**config.mk**
```make
export PLATFORM = sky130hd
export DESIGN_NAME = branch_redirect_unit
export DESIGN_NICKNAME = d
export VERILOG_FILES = /design/src/rtl/branch_redirect_unit_pkg.sv /design/src/rtl/branch_redirect_unit_sat_counter.sv /design/src/rtl/branch_redirect_unit.sv
export SDC_FILE = /design/constraint.sdc
export NUM_CORES = 1
export LEC_CHECK = 0
export ABC_AREA = 1
export CORE_MARGIN = 2
export CORE_UTILIZATION = 35
export DETAILED_ROUTE_END_ITERATION = 8
export HOLD_SLACK_MARGIN = 0.08
export SLEW_MARGIN = 20
export SYNTH_ARGS = -nofsm -noshare
export SYNTH_HDL_FRONTEND = slang
export SYNTH_SLANG_ARGS = --single-unit
```
**constraint.sdc**
```tcl
create_clock -name clk -period 3.74 [get_ports clk]
set_clock_uncertainty 0.15 [all_clocks]
set_input_delay 0.935 -clock clk [delete_from_list [all_inputs] [get_ports clk]]
set_output_delay 0.935 -clock clk [all_outputs]
set_load 0.02 [all_outputs]
```
**src/rtl/branch_redirect_unit_pkg.sv**
```systemverilog
// Shared types and constants for the branch redirect unit.
package branch_redirect_unit_pkg;

  typedef enum logic {
    RUN   = 1'b0,
    FLUSH = 1'b1
  } bru_state_t;

  localparam logic [63:0] PC_STEP          = 64'd4;
  localparam logic [63:0] DEFAULT_RESET_PC = 64'h0;

endpackage

```
**src/rtl/branch_redirect_unit_sat_counter.sv**
```systemverilog
// Width-parameterised saturating up-counter with synchronous reset.
module sat_counter #(
  parameter int W = 32
) (
  input  logic         clk,
  input  logic         reset,
  input  logic         inc,
  output logic [W-1:0] count
);

  // Count increments; once all-ones it sticks there until reset.
  always_ff @(posedge clk) begin
    if (reset)
      count <= '0;
    else if (inc && (count != {W{1'b1}}))
      count <= count + W'(1);
  end

endmodule

```
**src/rtl/branch_redirect_unit.sv**
```systemverilog
// Owns the fetch PC: sequential advance, stall hold, and redirect on a taken
// branch, plus the wrong-path flush pulses and branch bookkeeping.
module branch_redirect_unit
  import branch_redirect_unit_pkg::*;
#(
  parameter logic [63:0] RESET_PC     = DEFAULT_RESET_PC,
  parameter int          FLUSH_CYCLES = 2,
  parameter int          CNT_W        = 32
) (
  input  logic             clk,
  input  logic             reset,
  input  logic             stall,
  input  logic             br_valid,
  input  logic             br_taken,
  input  logic [63:0]      br_target,
  output logic [63:0]      pc,
  output logic             pc_valid,
  output logic             flush_ifid,
  output logic             flush_idex,
  output logic [CNT_W-1:0] taken_count,
  output logic             misalign_err
);

  // Flush countdown starts at FLUSH_CYCLES-1 so the pulse spans exactly
  // FLUSH_CYCLES cycles (legal range 1..4 fits in two bits).
  localparam logic [1:0] FLUSH_INIT = 2'(FLUSH_CYCLES - 1);

  bru_state_t  state, state_nxt;
  logic [1:0]  fcnt, fcnt_nxt;
  logic [63:0] pc_q, pc_nxt;
  logic        flush_q, flush_nxt;
  logic        mis_q, mis_nxt;
  logic        accept;

  // A branch from a squashed (flushing) instruction must never redirect.
  assign accept = br_valid & br_taken & (state == RUN);

  // Next-state: redirect wins over stall; otherwise advance unless stalled,
  // and run the flush countdown independent of stall.
  always_comb begin
    state_nxt = state;
    fcnt_nxt  = fcnt;
    flush_nxt = flush_q;
    mis_nxt   = mis_q;
    pc_nxt    = stall ? pc_q : pc_q + PC_STEP;
    if (accept) begin
      pc_nxt    = {br_target[63:2], 2'b00};
      flush_nxt = 1'b1;
      state_nxt = FLUSH;
      fcnt_nxt  = FLUSH_INIT;
      if (br_target[1:0] != 2'b00)
        mis_nxt = 1'b1;
    end else if (state == FLUSH) begin
      if (fcnt != 2'd0) begin
        fcnt_nxt = fcnt - 2'd1;
      end else begin
        flush_nxt = 1'b0;
        state_nxt = RUN;
      end
    end
  end

  // State register; reset overrides everything, including an active flush.
  always_ff @(posedge clk) begin
    if (reset) begin
      state   <= RUN;
      fcnt    <= 2'd0;
      pc_q    <= RESET_PC;
      flush_q <= 1'b0;
      mis_q   <= 1'b0;
    end else begin
      state   <= state_nxt;
      fcnt    <= fcnt_nxt;
      pc_q    <= pc_nxt;
      flush_q <= flush_nxt;
      mis_q   <= mis_nxt;
    end
  end

  sat_counter #(.W(CNT_W)) u_taken_cnt (
    .clk   (clk),
    .reset (reset),
    .inc   (accept),
    .count (taken_count)
  );

  // Both pipeline registers are squashed together for the same window.
  assign pc           = pc_q;
  assign flush_ifid   = flush_q;
  assign flush_idex   = flush_q;
  assign misalign_err = mis_q;
  // Fetch is valid as soon as reset drops, except while its slot is squashed.
  assign pc_valid     = ~reset & ~flush_q;

endmodule

```
==> impl_results.html <==
<table>
<tr><th>Metric</th><th>Value</th></tr>
<tr><th colspan="2">Clock tree</th></tr>
<tr><td>Longest Clk Path Bufs</td><td>2</td></tr>
<tr><td>Clock Tree Root</td><td>clkbuf_16</td></tr>
<tr><td>Register clock-pin slew on the reported worst setup and hold paths</td><td>0.07 ns</td></tr>
<tr><td>Hold buffers post-CTS</td><td>0</td></tr>
<tr><td>H-tree depth reported by CTS</td><td>3</td></tr>
<tr><td>Inserted Clock Buffers</td><td>9</td></tr>
<tr><td>Clock latency on the worst-skew pair</td><td>0.36 ns</td></tr>
<tr><td>Post CTS Setup Buffer Count</td><td>0</td></tr>
<tr><td>TritonCTS clock tree</td><td>done</td></tr>
<tr><td>Clock sinks</td><td>99</td></tr>
<tr><td>Resized cells post-CTS</td><td>0</td></tr>
<tr><th colspan="2">Power and ir drop</th></tr>
<tr><td>Peak supply drop</td><td>0.192 mV</td></tr>
<tr><td>Reported leakage power</td><td>3.54 nW</td></tr>
<tr><td>Power density normalized to cell area</td><td>270 mW/mm²</td></tr>
<tr><th colspan="2">Synth</th></tr>
<tr><td>Most numerous cell types in the synthesized netlist</td><td>nand2_1 (393), nor2_1 (177), inv_1 (168)</td></tr>
<tr><td>Combinational family with the most area after synthesis</td><td>simple AND/OR/NAND/NOR gates</td></tr>
<tr><td>Number of distinct library cells after synthesis</td><td>45</td></tr>
<tr><td>Simple logic cell fraction of the synthesized area</td><td>44.8%</td></tr>
<tr><td>Synthesis-stage register bit count</td><td>99</td></tr>
<tr><td>Adder-cell share of the synthesized area</td><td>0.509%</td></tr>
<tr><td>Top_reg_cell synth</td><td>dfxtp_1</td></tr>
<tr><td>Share of synthesized registers carrying an async set or reset</td><td>0%</td></tr>
<tr><td>Number of enable-type register cells in the synthesized netlist</td><td>0</td></tr>
<tr><td>Warning count from the yosys run</td><td>0</td></tr>
<tr><td>Synth Area in XOR/XNOR</td><td>2.38%</td></tr>
<tr><td>Multiplexer share of the synthesized area</td><td>0%</td></tr>
<tr><td>Count of mapped cells out of synthesis</td><td>1288</td></tr>
<tr><td>Share of the synthesized area in the top cell type</td><td>26.9%</td></tr>
<tr><td>Cell taking the most area after synthesis</td><td>dfxtp_1</td></tr>
<tr><td>Area fraction in compound gates after synthesis</td><td>13.4%</td></tr>
<tr><td>Combined area of all synthesized cells</td><td>0.00737 mm²</td></tr>
<tr><td>Average size of a mapped cell</td><td>5.72 µm²</td></tr>
<tr><td>Sequential cell area fraction in the yosys report</td><td>26.9%</td></tr>
<tr><td>Synth top area cells</td><td>dfxtp_1 (27%), nand2_1 (20%), nor2_1 (9.0%), inv_1 (8.6%), nand3_1 (7.0%)</td></tr>
<tr><td>Most frequently used cell type in the post-synthesis netlist</td><td>nand2_1</td></tr>
<tr><th colspan="2">Detailed routing</th></tr>
<tr><td>ANT nets after route</td><td>0</td></tr>
<tr><td>DR vias</td><td>8756</td></tr>
<tr><td>Wire length after detailed routing</td><td>28.3 mm</td></tr>
<tr><td>Uppermost routed layer</td><td>met4</td></tr>
<tr><td>Routed length on met3</td><td>1.66 mm</td></tr>
<tr><td>Met1 Routed Length</td><td>12.1 mm</td></tr>
<tr><td>Router iterations before antenna repair</td><td>7</td></tr>
<tr><td>Via density</td><td>5.12</td></tr>
<tr><td>Sum of met2 wire segment lengths after detailed routing</td><td>13.4 mm</td></tr>
<tr><td>DR iter-0 viols</td><td>602</td></tr>
<tr><td>DRC Markers</td><td>0</td></tr>
<tr><td>Routed length per placed instance</td><td>16.5 µm</td></tr>
<tr><th colspan="2">Floorplan</th></tr>
<tr><td>Area inside the core boundary</td><td>0.0208 mm²</td></tr>
<tr><td>Floorplan die width</td><td>149 µm</td></tr>
<tr><td>Height of the chip</td><td>149 µm</td></tr>
<tr><td>Total I/O pin count</td><td>169</td></tr>
<tr><td>Number of core rows</td><td>53</td></tr>
<tr><td>Die area</td><td>0.0222 mm²</td></tr>
<tr><td>Initial Util</td><td>35.4%</td></tr>
<tr><th colspan="2">Placed design</th></tr>
<tr><td>Port bufs</td><td>166</td></tr>
<tr><td>Post-DP HPWL</td><td>21.9 mm</td></tr>
<tr><td>RePlAce Congestion</td><td>0.944</td></tr>
<tr><th colspan="2">Global route</th></tr>
<tr><td>Sum of overflow across all layers after global routing</td><td>0</td></tr>
<tr><td>Global-route wire length before repair</td><td>43.3 mm</td></tr>
<tr><td>Number of antenna violations at the first check in global routing</td><td>1</td></tr>
<tr><td>Total track usage</td><td>25.1%</td></tr>
<tr><td>Largest net degree at the start of global routing</td><td>80</td></tr>
<tr><td>Via count of the first global-routing pass</td><td>7971</td></tr>
<tr><th colspan="2">Min path</th></tr>
<tr><td>Terminating pin of the worst hold path</td><td>misalign_err$_SDFFE_PP0P_</td></tr>
<tr><td>Startpoint of the most critical hold path</td><td>misalign_err$_SDFFE_PP0P_</td></tr>
<tr><td>Cell count of the worst hold path</td><td>2</td></tr>
<tr><td>Path class of the lowest-slack min-delay path</td><td>reg2reg</td></tr>
<tr><th colspan="2">Timing</th></tr>
<tr><td>Setup repair after global routing missed its margin</td><td>no</td></tr>
<tr><td>Tightest slew margin relative to the limit</td><td>38.2%</td></tr>
<tr><td>Worst Hold Margin</td><td>0.300 ns</td></tr>
<tr><td>Max Transition Viols Final</td><td>0</td></tr>
<tr><td>Share of the cycle needed by the critical path after routing</td><td>77.2%</td></tr>
<tr><td>Final hold violations</td><td>0</td></tr>
<tr><td>Achievable clock frequency</td><td>346 MHz</td></tr>
<tr><td>Endpoints failing setup</td><td>0</td></tr>
<tr><td>Worst Tran Pin Value</td><td>0.927 ns</td></tr>
<tr><td>Time the final worst path needs with I/O delays and setup</td><td>2.89 ns</td></tr>
<tr><td>Final total negative setup slack</td><td>0 ns</td></tr>
<tr><th colspan="2">Setup path</th></tr>
<tr><td>Worst reg2reg startpoint</td><td>pc[17]$_SDFFE_PP0P_</td></tr>
<tr><td>Reg2reg path depth</td><td>9</td></tr>
<tr><td>Data required time at the worst endpoint</td><td>2.65 ns</td></tr>
<tr><td>Highest fanout seen on the critical path</td><td>3</td></tr>
<tr><td>Reg-to-reg setup timing slack</td><td>1.36 ns</td></tr>
<tr><td>Worst Path Arrival</td><td>1.80 ns</td></tr>
<tr><td>Crit. End Element</td><td>output pin</td></tr>
<tr><td>Critical setup path kind</td><td>in2out</td></tr>
<tr><td>Startpoint Class</td><td>primary input</td></tr>
<tr><td>Worst r2r dst</td><td>pc[60]$_SDFFE_PP0P_</td></tr>
<tr><th colspan="2">Cells and area</th></tr>
<tr><td>Diodes inserted</td><td>0</td></tr>
<tr><td>Layout cell share with drive strength beyond 1</td><td>4.60%</td></tr>
<tr><td># nets final</td><td>1501</td></tr>
<tr><td>Post-synthesis to final-layout area growth</td><td>28.8%</td></tr>
<tr><td>Fill cell instance count of the final layout</td><td>2286</td></tr>
<tr><th colspan="2">Job</th></tr>
<tr><td>Number of max-capacitance violations reported</td><td>0</td></tr>
<tr><th colspan="2">Run status</th></tr>
<tr><td>Status</td><td>finished, final reports clean</td></tr>
</table>
-- cells in the final DEF (no fill, tap or decap), types with 2 or more instances in the layout --
| master | instances |
|---|---|
| nand3b_1 | 2 |
| dfxtp_1 | 99 |
| xnor2_1 | 6 |
| nand2_1 | 393 |
| xor2_1 | 14 |
| nor3_1 | 28 |
| ha_1 | 3 |
| clkdlybuf4s50_1 | 165 |
| clkinvlp_4 | 2 |
| clkbuf_1 | 2 |
| nand2_2 | 7 |
| nor2_4 | 6 |
| inv_1 | 167 |
| a22oi_1 | 7 |
| and3_1 | 2 |
| nor3_2 | 4 |
| and2_1 | 3 |
| clkbuf_16 | 9 |
| nand4_2 | 2 |
| o21bai_1 | 2 |
| o211ai_1 | 16 |
| conb_1 | 2 |
| nand4_1 | 22 |
| nor2_2 | 15 |
| nand3_1 | 102 |
| nor4_1 | 4 |
| inv_2 | 2 |
| o21ai_0 | 59 |
| buf_4 | 10 |
| a31oi_1 | 12 |
| o21ai_1 | 3 |
| nor2_1 | 177 |
| a21oi_1 | 69 |
-- metrics by stage --
step           util [%]  power [mW]  worst slack, ns  std cells  area (µm²)
4_1_cts            45.6        2.58            0.838       1709        9490
3_5_place_dp       44.3        1.67            0.688       1693        9220
2_1_floorplan         -        1.43             1.05       1289        7370
6_report           45.6        2.56            0.854       1709        9490
3_3_place_gp       44.3        1.67            0.720       1693        9220
5_1_grt            45.6        2.67            0.819       1709        9490
-- area by class of cell --
type | count | area (µm²) | share of cell area, %
clock buffer | 11 | 233 | 2.45
timing repair buffer | 176 | 1730 | 18.2
clock inverter | 5 | 37.5 | 0.395
tap | 275 | 344 | 3.63
multi-input combinational | 973 | 4530 | 47.7
sequential | 99 | 1980 | 20.9
inverter | 170 | 638 | 6.72
-- layer usage --
metal,vias to the layer above,track usage (%)
met4,0,10.6
li1,4396,-
met2,320,42.3
met5,-,0
met1,3978,32.6
met3,62,2.94
-- how the worst max path moves through the flow --
stage | start | slack [ns] | cells after the start | endpoint
2_1_floorplan | reset | 1.05 | 3 | pc_valid
3_3_place_gp | br_taken | 0.72 | 7 | pc[49]$_SDFFE_PP0P_
3_5_place_dp | br_taken | 0.69 | 7 | pc[54]$_SDFFE_PP0P_
4_1_cts | reset | 0.84 | 3 | pc_valid
5_1_grt | reset | 0.82 | 3 | pc_valid
6_report | reset | 0.85 | 3 | pc_valid
-- flip-flops by register name, summed over array words and instances, names as in the netlist --
| signal | count |
|---|---|
| pc | 62 |
| u_taken_cnt.count | 32 |
| fcnt | 2 |
| flush_idex | 1 |
| misalign_err | 1 |
| state | 1 |
-- logic make-up after synthesis --
family,count (synthesis)
flops,99
other cells,1
fa+ha+maj,3
buf+inv,217
compound gates,177
simple gates,771
xor+xnor,20
-- where the power goes --
group | internal [mW] | leakage, nW | total, mW | switching [mW]
registers | 1.10 | 0.806 | 1.17 | 0.0747
logic | 0.211 | 2.60 | 0.476 | 0.264
clock network | 0.456 | 0.126 | 0.909 | 0.454
-- worst max-delay path, stage by stage --
cell	delay, ns
buf_2	0.11
nor2_1	0.13
clkdlybuf4s50_1	0.62
Power figures use the tool's default switching activity.
